## config.mk

```make
export PLATFORM = sky130hd
export DESIGN_NAME = key_press_gen
export DESIGN_NICKNAME = d
export VERILOG_FILES = /design/src/rtl/key_press_gen_pkg.sv /design/src/rtl/key_phase_timer.sv /design/src/rtl/key_press_gen.sv
export SDC_FILE = /design/constraint.sdc
export NUM_CORES = 1
export LEC_CHECK = 0
export CORE_MARGIN = 4
export CORE_UTILIZATION = 40
export DETAILED_ROUTE_END_ITERATION = 12
export SLEW_MARGIN = 20
export SYNTH_ARGS = -nofsm -noshare
export SYNTH_HDL_FRONTEND = slang
export SYNTH_SLANG_ARGS = --single-unit
```

## constraint.sdc

```tcl
create_clock -name clk -period 2.95 [get_ports clk]
set_input_delay 0.7375 -clock clk [delete_from_list [all_inputs] [get_ports clk]]
set_output_delay 0.7375 -clock clk [all_outputs]
set_load 0.005 [all_outputs]
```

## src/rtl/key_press_gen_pkg.sv

```systemverilog
// Shared types and 50 MHz defaults for the key-press stimulus generator.
package key_press_gen_pkg;

  typedef enum logic [2:0] {
    ST_IDLE,
    ST_PRESS_B,
    ST_HOLD,
    ST_REL_B,
    ST_GAP
  } state_e;

  localparam int unsigned DEF_BOUNCE_CYC   = 50_000;
  localparam int unsigned DEF_GAP_CYC      = 1_500_000;
  localparam int unsigned DEF_DEBOUNCE_CYC = 1_000_000;

  localparam logic [3:0] KEY_IDLE = 4'b1111;

  // Idle bus with only the selected line driven; low=1 pulls it to 0.
  function automatic logic [3:0] key_drive(input logic [1:0] sel, input logic low);
    logic [3:0] k;
    k      = KEY_IDLE;
    k[sel] = ~low;
    return k;
  endfunction

endpackage

```

## src/rtl/key_phase_timer.sv

```systemverilog
// Loadable phase down-counter; tc is high while the count is zero.
// Ports: clk, rstn (async active-low), load/load_val, cnt, tc.
module key_phase_timer #(
  parameter int unsigned CNT_W = 24
) (
  input  logic             clk,
  input  logic             rstn,
  input  logic             load,
  input  logic [CNT_W-1:0] load_val,
  output logic [CNT_W-1:0] cnt,
  output logic             tc
);

  logic [CNT_W-1:0] cnt_q;
  logic [CNT_W-1:0] cnt_d;

  always_comb begin
    cnt_d = cnt_q;
    if (load) begin
      cnt_d = load_val;
    end else if (cnt_q != '0) begin
      cnt_d = cnt_q - CNT_W'(1);
    end
  end

  always_ff @(posedge clk or negedge rstn) begin
    if (!rstn) begin
      cnt_q <= '0;
    end else begin
      cnt_q <= cnt_d;
    end
  end

  assign cnt = cnt_q;
  assign tc  = (cnt_q == '0);

endmodule

```

## src/rtl/key_press_gen.sv

```systemverilog
// Scripted key-press generator: on an accepted request drives one line of an
// active-low 4-key bus through press bounce, hold, release bounce and an idle gap.
// Ports: req_valid/req_ready/req_key/req_hold request handshake, abort,
// key (registered active-low bus), busy, done (one-cycle end pulse).
module key_press_gen
  import key_press_gen_pkg::*;
#(
  parameter int unsigned BOUNCE_CYC = DEF_BOUNCE_CYC,
  parameter int unsigned BOUNCE_N   = 3,
  parameter int unsigned GAP_CYC    = DEF_GAP_CYC,
  parameter int unsigned CNT_W      = 24
) (
  input  logic             clk,
  input  logic             rstn,
  input  logic             req_valid,
  output logic             req_ready,
  input  logic [1:0]       req_key,
  input  logic [CNT_W-1:0] req_hold,
  input  logic             abort,
  output logic [3:0]       key,
  output logic             busy,
  output logic             done
);

  localparam int unsigned      PH_W      = (BOUNCE_N > 1) ? $clog2(2 * BOUNCE_N) : 1;
  localparam logic [PH_W-1:0]  PH_LAST   = PH_W'(2 * BOUNCE_N - 1);
  localparam logic [CNT_W-1:0] BOUNCE_LD = CNT_W'(BOUNCE_CYC - 1);
  localparam logic [CNT_W-1:0] GAP_LD    = CNT_W'(GAP_CYC - 1);

  if (BOUNCE_CYC < 1 || 64'(BOUNCE_CYC) > (64'd1 << CNT_W)) begin : g_bad_bounce_cyc
    $error("key_press_gen: BOUNCE_CYC out of range for CNT_W");
  end
  if (GAP_CYC < 1 || 64'(GAP_CYC) > (64'd1 << CNT_W)) begin : g_bad_gap_cyc
    $error("key_press_gen: GAP_CYC out of range for CNT_W");
  end

  state_e           state_q, state_d;
  logic [PH_W-1:0]  phase_q, phase_d;
  logic [1:0]       sel_q, sel_d;
  logic [CNT_W-1:0] hold_q, hold_d;
  logic [3:0]       key_q, key_d;
  logic             busy_q, busy_d;
  logic             done_q, done_d;

  logic             ld;
  logic [CNT_W-1:0] ld_val;
  logic [CNT_W-1:0] cnt;
  logic             tc;
  logic [CNT_W-1:0] hold_m1;

  key_phase_timer #(
    .CNT_W (CNT_W)
  ) u_timer (
    .clk      (clk),
    .rstn     (rstn),
    .load     (ld),
    .load_val (ld_val),
    .cnt      (cnt),
    .tc       (tc)
  );

  assign hold_m1   = (req_hold == '0) ? '0 : req_hold - CNT_W'(1);
  assign req_ready = (state_q == ST_IDLE) && !abort;

  always_comb begin
    state_d = state_q;
    phase_d = phase_q;
    sel_d   = sel_q;
    hold_d  = hold_q;
    key_d   = key_q;
    ld      = 1'b0;
    ld_val  = '0;

    case (state_q)
      ST_IDLE: begin
        if (req_valid && req_ready) begin
          sel_d   = req_key;
          hold_d  = hold_m1;
          phase_d = '0;
          key_d   = key_drive(req_key, 1'b1);
          ld      = 1'b1;
          if (BOUNCE_N == 0) begin
            state_d = ST_HOLD;
            ld_val  = hold_m1;
          end else begin
            state_d = ST_PRESS_B;
            ld_val  = BOUNCE_LD;
          end
        end
      end

      ST_PRESS_B, ST_HOLD, ST_REL_B: begin
        if (abort) begin
          state_d = ST_GAP;
          phase_d = '0;
          key_d   = KEY_IDLE;
          ld      = 1'b1;
          ld_val  = GAP_LD;
        end else if (tc) begin
          ld = 1'b1;
          if (state_q == ST_PRESS_B) begin
            if (phase_q == PH_LAST) begin
              state_d = ST_HOLD;
              phase_d = '0;
              key_d   = key_drive(sel_q, 1'b1);
              ld_val  = hold_q;
            end else begin
              // Press bounce: even phases low, odd phases high.
              phase_d = phase_q + PH_W'(1);
              key_d   = key_drive(sel_q, ~phase_d[0]);
              ld_val  = BOUNCE_LD;
            end
          end else if (state_q == ST_HOLD) begin
            if (BOUNCE_N == 0) begin
              state_d = ST_GAP;
              key_d   = KEY_IDLE;
              ld_val  = GAP_LD;
            end else begin
              state_d = ST_REL_B;
              phase_d = '0;
              key_d   = KEY_IDLE;
              ld_val  = BOUNCE_LD;
            end
          end else begin
            if (phase_q == PH_LAST) begin
              state_d = ST_GAP;
              phase_d = '0;
              key_d   = KEY_IDLE;
              ld_val  = GAP_LD;
            end else begin
              // Release bounce: even phases high, odd phases low.
              phase_d = phase_q + PH_W'(1);
              key_d   = key_drive(sel_q, phase_d[0]);
              ld_val  = BOUNCE_LD;
            end
          end
        end
      end

      ST_GAP: begin
        if (tc) begin
          state_d = ST_IDLE;
          key_d   = KEY_IDLE;
        end
      end

      default: begin
        state_d = ST_IDLE;
        phase_d = '0;
        key_d   = KEY_IDLE;
      end
    endcase

    // done is registered, so it is asserted one cycle ahead: entering the
    // final GAP cycle either via a load of 0 or by counting down to 0.
    done_d = (state_d == ST_GAP) && (ld ? (ld_val == '0) : (cnt == CNT_W'(1)));
    busy_d = (state_d != ST_IDLE);
  end

  always_ff @(posedge clk or negedge rstn) begin
    if (!rstn) begin
      state_q <= ST_IDLE;
      phase_q <= '0;
      sel_q   <= '0;
      hold_q  <= '0;
      key_q   <= KEY_IDLE;
      busy_q  <= 1'b0;
      done_q  <= 1'b0;
    end else begin
      state_q <= state_d;
      phase_q <= phase_d;
      sel_q   <= sel_d;
      hold_q  <= hold_d;
      key_q   <= key_d;
      busy_q  <= busy_d;
      done_q  <= done_d;
    end
  end

  assign key  = key_q;
  assign busy = busy_q;
  assign done = done_q;

endmodule

```

Word-level counts from Yosys, hierarchy flattened:

Cells that the tools add are included.

* output and inout bits: 7
* word-level logic and storage cells: 93
* bits in registers: 62

* $add $sub $neg: 3
* bitwise logic cells: 6
* mux-type cells: 45
* equality and inequality tests: 10
* reduce and logical (&&, ||, !) cells: 17
* magnitude comparators: 4

Operators by type and width (number)
* 24-bit two-way mux: 7
* 24-bit logical NOT: 3
* 24-bit one-hot mux with 2 select lines: 1
* 24-bit by 1-bit subtractor with 24-bit output, second input constant: 2
* 21-bit two-way mux: 2
* 3-bit two-way mux: 14
* 4-bit two-way mux: 8
* 24-bit by 1-bit == test with 1-bit output, second input constant: 1
* 24-bit nonzero test: 1
* 3-bit one-hot mux with 3 select lines: 2
* 16-bit two-way mux: 1
* 4-bit one-hot mux with 3 select lines: 1
* 3-bit == test, second input constant: 3
* 4-bit inverter: 2
* 4-bit OR: 2
* 3-bit by 2-bit == test with 1-bit output, second input constant: 2
* 2-bit by 3-bit < comparator with 1-bit output, second input constant: 2
* 1-bit two-way mux: 6
* 3-bit AND reduction: 2
* 1-bit logical AND: 5
* 1-bit demux with 2-bit select: 2
* 2-bit by 1-bit >= comparator with 1-bit output, second input constant: 2
* 3-bit by 1-bit adder with 3-bit output, second input constant: 1
* 3-bit by 1-bit == test with 1-bit output, second input constant: 1
* other kinds (11): 12

Depth between registers and ports, before layout:

* depth after elaboration: 12
* depth in mapped cells: 9
* gate-level depth less buffers: 8

Modules after synthesis:

From an unflattened synthesis, not the netlist that was laid out.

* cell total of the unflattened synthesis: 440
* area total of the unflattened synthesis: 3933.8 µm²

By module, submodules not included
* key_press_gen: cells an instance 276, times used 1, area each 2427.3 µm², sequential area each 955.9 µm²
* key_phase_timer: cells an instance 164, times used 1, area each 1506.4 µm², sequential area each 600.6 µm²

Least setup slack after synthesis:

OpenSTA, ideal clock, no wires.

* kind: input to register
* start point: input req_hold[15]
* end point: register hold_q[14]
* arrival time: 2.655 ns
* path buffers: 1
* stages on the path: 6
* path slack: 0.162 ns
* cells stage by stage: or4_1 -> or4_1 -> or3_1 -> o21ai_1 -> clkbuf_1 -> o21ai_0

* word-level cells in the longest chain between the ends: 2

RTL lines
* start: declaration: line key_press_gen.sv:18 `input logic [CNT_W-1:0] req_hold,`
* 24-bit logical NOT: line key_press_gen.sv:62 `assign hold_m1 = (req_hold == '0) ? '0 : req_hold - CNT_W'(1);`
* 24-bit two-way mux: line key_press_gen.sv:62
* end signal: assignment: line key_press_gen.sv:173 `hold_q <= hold_d;`
* end: declaration: line key_press_gen.sv:40 `logic [CNT_W-1:0] hold_q, hold_d;`

Every way passes these cells.
A chain may end at the register's enable or synchronous reset.

Final worst setup path:

* start point: input abort
* end point: output req_ready

* word-level cells in the longest chain between the ends: 2

RTL lines
* start: declaration: line key_press_gen.sv:19 `input logic abort,`
* 1-bit logical NOT: line key_press_gen.sv:63 `assign req_ready = (state_q == ST_IDLE) && !abort;`
* 1-bit logical AND: line key_press_gen.sv:63
* end: declaration: line key_press_gen.sv:16 `output logic req_ready,`

Every way passes these cells.

==> impl_metrics.csv <==
group,metric,value,unit
cts,clk_path_buf_depth,2,
synthesis,synth_cell_types,52,
setup_path,required,2210,ps
timing,setup_viol,0,
synthesis,yosys_warnings,0,
cts,clk_pin_slew,70,ps
route,post_drt_via_cell_ratio,5.422,
place,port_buffers,36,
place,hpwlAfterDp,6627,um
pwr,leakage,1.767,nW
global_routing,grt_pass1_wl,14930,um
global_routing,antenna_found_initial,0,
global_routing,grt_remaining_overflow,0,
timing,finalCriticalPeriod,2819,ps
synthesis,ys_seq_elements,62,
pwr,p_total,2.802,mW
global_routing,grt_max_degree,63,
timing,period_share,95.55,%
setup_path,worstRegToRegCells,6,
setup_path,r2r_slack,180,ps
synthesis,syn_inst,411,
cts,cts_max_level,3,
route,drt_wl_total,8816,um
setup_path,cp_num_cells,3,
job,maxCapViolations,0,
global_routing,grt_usage,17.95,%
status,status,"finished clean",
synthesis,avgSynthCellArea,8.746,um^2
timing,slew_headroom,53.71,%
route,ant_nets,0,
synthesis,ys_seq_area_share,43.30,%
cts,cts_tree,"built",
setup_path,crit_arrival,2080,ps
setup_path,path_common_cell,"clkdlybuf4s50_1",
synthesis,synth.net_count,444,
global_routing,grt_pass1_vias,3067,
setup_path,cp_num_buf_inv,2,
route,drtIter0Drc,214,
die,die_h,102.8,um
pwr,peakVddDrop,230.1,uV
setup_path,r2r-end,"phase_q[2]$_DFFE_PN0P_",
setup_path,cp_top_family,"buffers and inverters",
cts,cts_made_buffers,9,
cts,cts.sinks,62,
die,start_util,41.22,%
setup_path,cp-start-kind,"primary input",
timing,rsz0062_at_grt,"false",
hold_path,hp-class,"primary input to async pin",
timing,max_freq,354.8,MHz
layout,layout-drive-gt1-share,13.60,%
synthesis,ys.flop_type,"dfrtp_1",
synthesis,synth_edf_count,0,
setup_path,r2r_start,"u_timer.cnt[17]$_DFFE_PN0P_",
layout,nets,506,
route,wl_per_cell,15.04,um
cts,worstSkewPairLatency,330,ps
place,dp_worst_setup_slack,-198.5,ps
die,core,8721,um^2
setup_path,criticalPathCategory,"primary input to output pin",
cts,cts_setup_buffers,0,
timing,slew_viol_final,0,
cts,cts_hold_buf,0,
synthesis,syn_area,3595,um^2
synthesis,async_flop_share,100.0,%
place,place.gp.congestion,0.8211,
timing,hold_viol_final,0,
setup_path,cp-end-kind,"output pin",
die,io_pins,37,
setup_path,crit_path_max_fanout,3,
die,die_area,10570,um^2
route,first_pass_iters,4,
cts,cts.root.buffer_cell,"clkbuf_8",
route,drc_errors,0,
setup_path,cp_slowest_stage_delay,590,ps
timing,finalWorstSetupSlack,131.1,ps
layout,area_growth_syn_to_layout,25.03,%
route,num_vias,3177,
setup_path,crit_chain,"clkdlybuf4s50_1 -> nor4_1 -> clkdlybuf4s50_1",
die,num_rows,34,
pwr,power_density,623.4,nW/um^2
setup_path,slowest_stage,"clkdlybuf4s50_1",
die,die_x,102.8,um
layout,diodes,0,
timing,skew,8.000,ps
timing,worst_pin_slew,688.0,ps
timing,setup_tns,0,ps
==> registers in the layout (all words and copies together), names as in the netlist <==
| signal | count |
|---|---|
| u_timer.cnt | 24 |
| hold_q | 24 |
| key | 4 |
| phase_q | 3 |
| busy | 1 |
| sel_q | 2 |
| done | 1 |
| state_q | 3 |
==> area by class of cell <==
cell class | instances | area, um^2
flip-flops and latches | 62 | 1556
repair buffers | 67 | 604.3
fillers | 796 | 4227
inverters | 9 | 33.78
multi-input cells | 324 | 1952
clock buffers | 9 | 123.9
clock inverters | 7 | 88.84
well taps | 108 | 135.1
==> worst reg2reg max path: cells and delay by family, from the launching register on <==
family,cells,cell delay (ps)
compound gates,2,300
flops,1,400
simple gates,4,1970
==> cells by family (layout without fill, tap and decap cells) <==
group	count (synthesis)	count (layout)	synth area share, %
buffers and inverters	25	92	2.715
multiplexers	5	5	1.531
AO/OA/AOI/OAI	92	92	14.76
adder cells (fa/ha/maj)	3	3	1.044
XOR/XNOR	42	42	10.23
AND/OR/NAND/NOR	182	182	26.42
flip-flops	62	62	43.30
==> stage by stage <==
step	hold WS, ps	cells	instance area, um^2	util (%)
2_1_floorplan	441.9	411	3595	-
3_3_place_gp	482.5	570	4267	48.92
3_5_place_dp	482.2	570	4267	48.92
4_1_cts	419.3	586	4479	51.36
5_1_grt	425.4	586	4494	51.54
6_report	396.5	586	4494	51.54
==> what timing repair did <==
action / in CTS / in global routing
endpoints found under the hold margin: 0 / 0
setup endpoints to repair: 0 / 7
gates resized for setup: 0 / 3
==> synthesized netlist by cell type (all sizes together) (7+ instances only) <==
master | number | area share [%]
nand3 | 7 | 0.97
nand4 | 8 | 1.4
xor2 | 16 | 3.9
or4 | 13 | 2.8
o21ai | 48 | 6.7
nor3 | 24 | 3.7
a21oi | 18 | 2.6
dfrtp | 58 | 40
clkbuf | 13 | 1.4
nor4 | 15 | 2.6
nand2b | 7 | 1.2
inv | 9 | 0.94
nand2 | 51 | 5.3
nor2 | 32 | 3.4
xnor2 | 26 | 6.3
==> per-layer routing <==
| layer | up-vias | wire length, um | track usage, % |
|---|---|---|---|
| met5 | - | 0 | 0 |
| met3 | 10 | 373 | 2.233 |
| met4 | 0 | 115 | 5.777 |
| met2 | 78 | 4059 | 27.76 |
| li1 | 1610 | - | - |
| met1 | 1479 | 4267 | 26.29 |
==> worst max path at each step <==
stage | start | endpoint
after CTS | abort | req_ready
final | abort | req_ready
after global placement | req_hold[15] | hold_q[8]$_DFFE_PN0N_
after global routing | req_hold[15] | hold_q[18]$_DFFE_PN0N_
after floorplan | req_hold[15] | hold_q[14]$_DFFE_PN0N_
after detailed placement | req_hold[15] | hold_q[23]$_DFFE_PN0N_
==> where the power goes <==
group / internal, mW / leakage, nW / switching [mW]
combinational: 0.350 / 0.886 / 0.364
clock: 0.471 / 0.113 / 0.334
sequential: 1.08 / 0.768 / 0.206
==> layout by cell type (no fill, tap or decap), drive strengths merged, types with 6 or more instances in the layout <==
| cell | count |
|---|---|
| nor4 | 15 |
| clkbuf | 9 |
| buf | 32 |
| dfrtp | 58 |
| nand2 | 51 |
| a21oi | 18 |
| clkdlybuf4s50 | 35 |
| xor2 | 16 |
| o31ai | 6 |
| inv | 9 |
| o21ai | 48 |
| nand2b | 7 |
| nand4 | 8 |
| xnor2 | 26 |
| nor2 | 32 |
| nand3 | 7 |
| or4 | 13 |
| nor3 | 24 |
No activity file was read; power rests on OpenSTA's default activity.
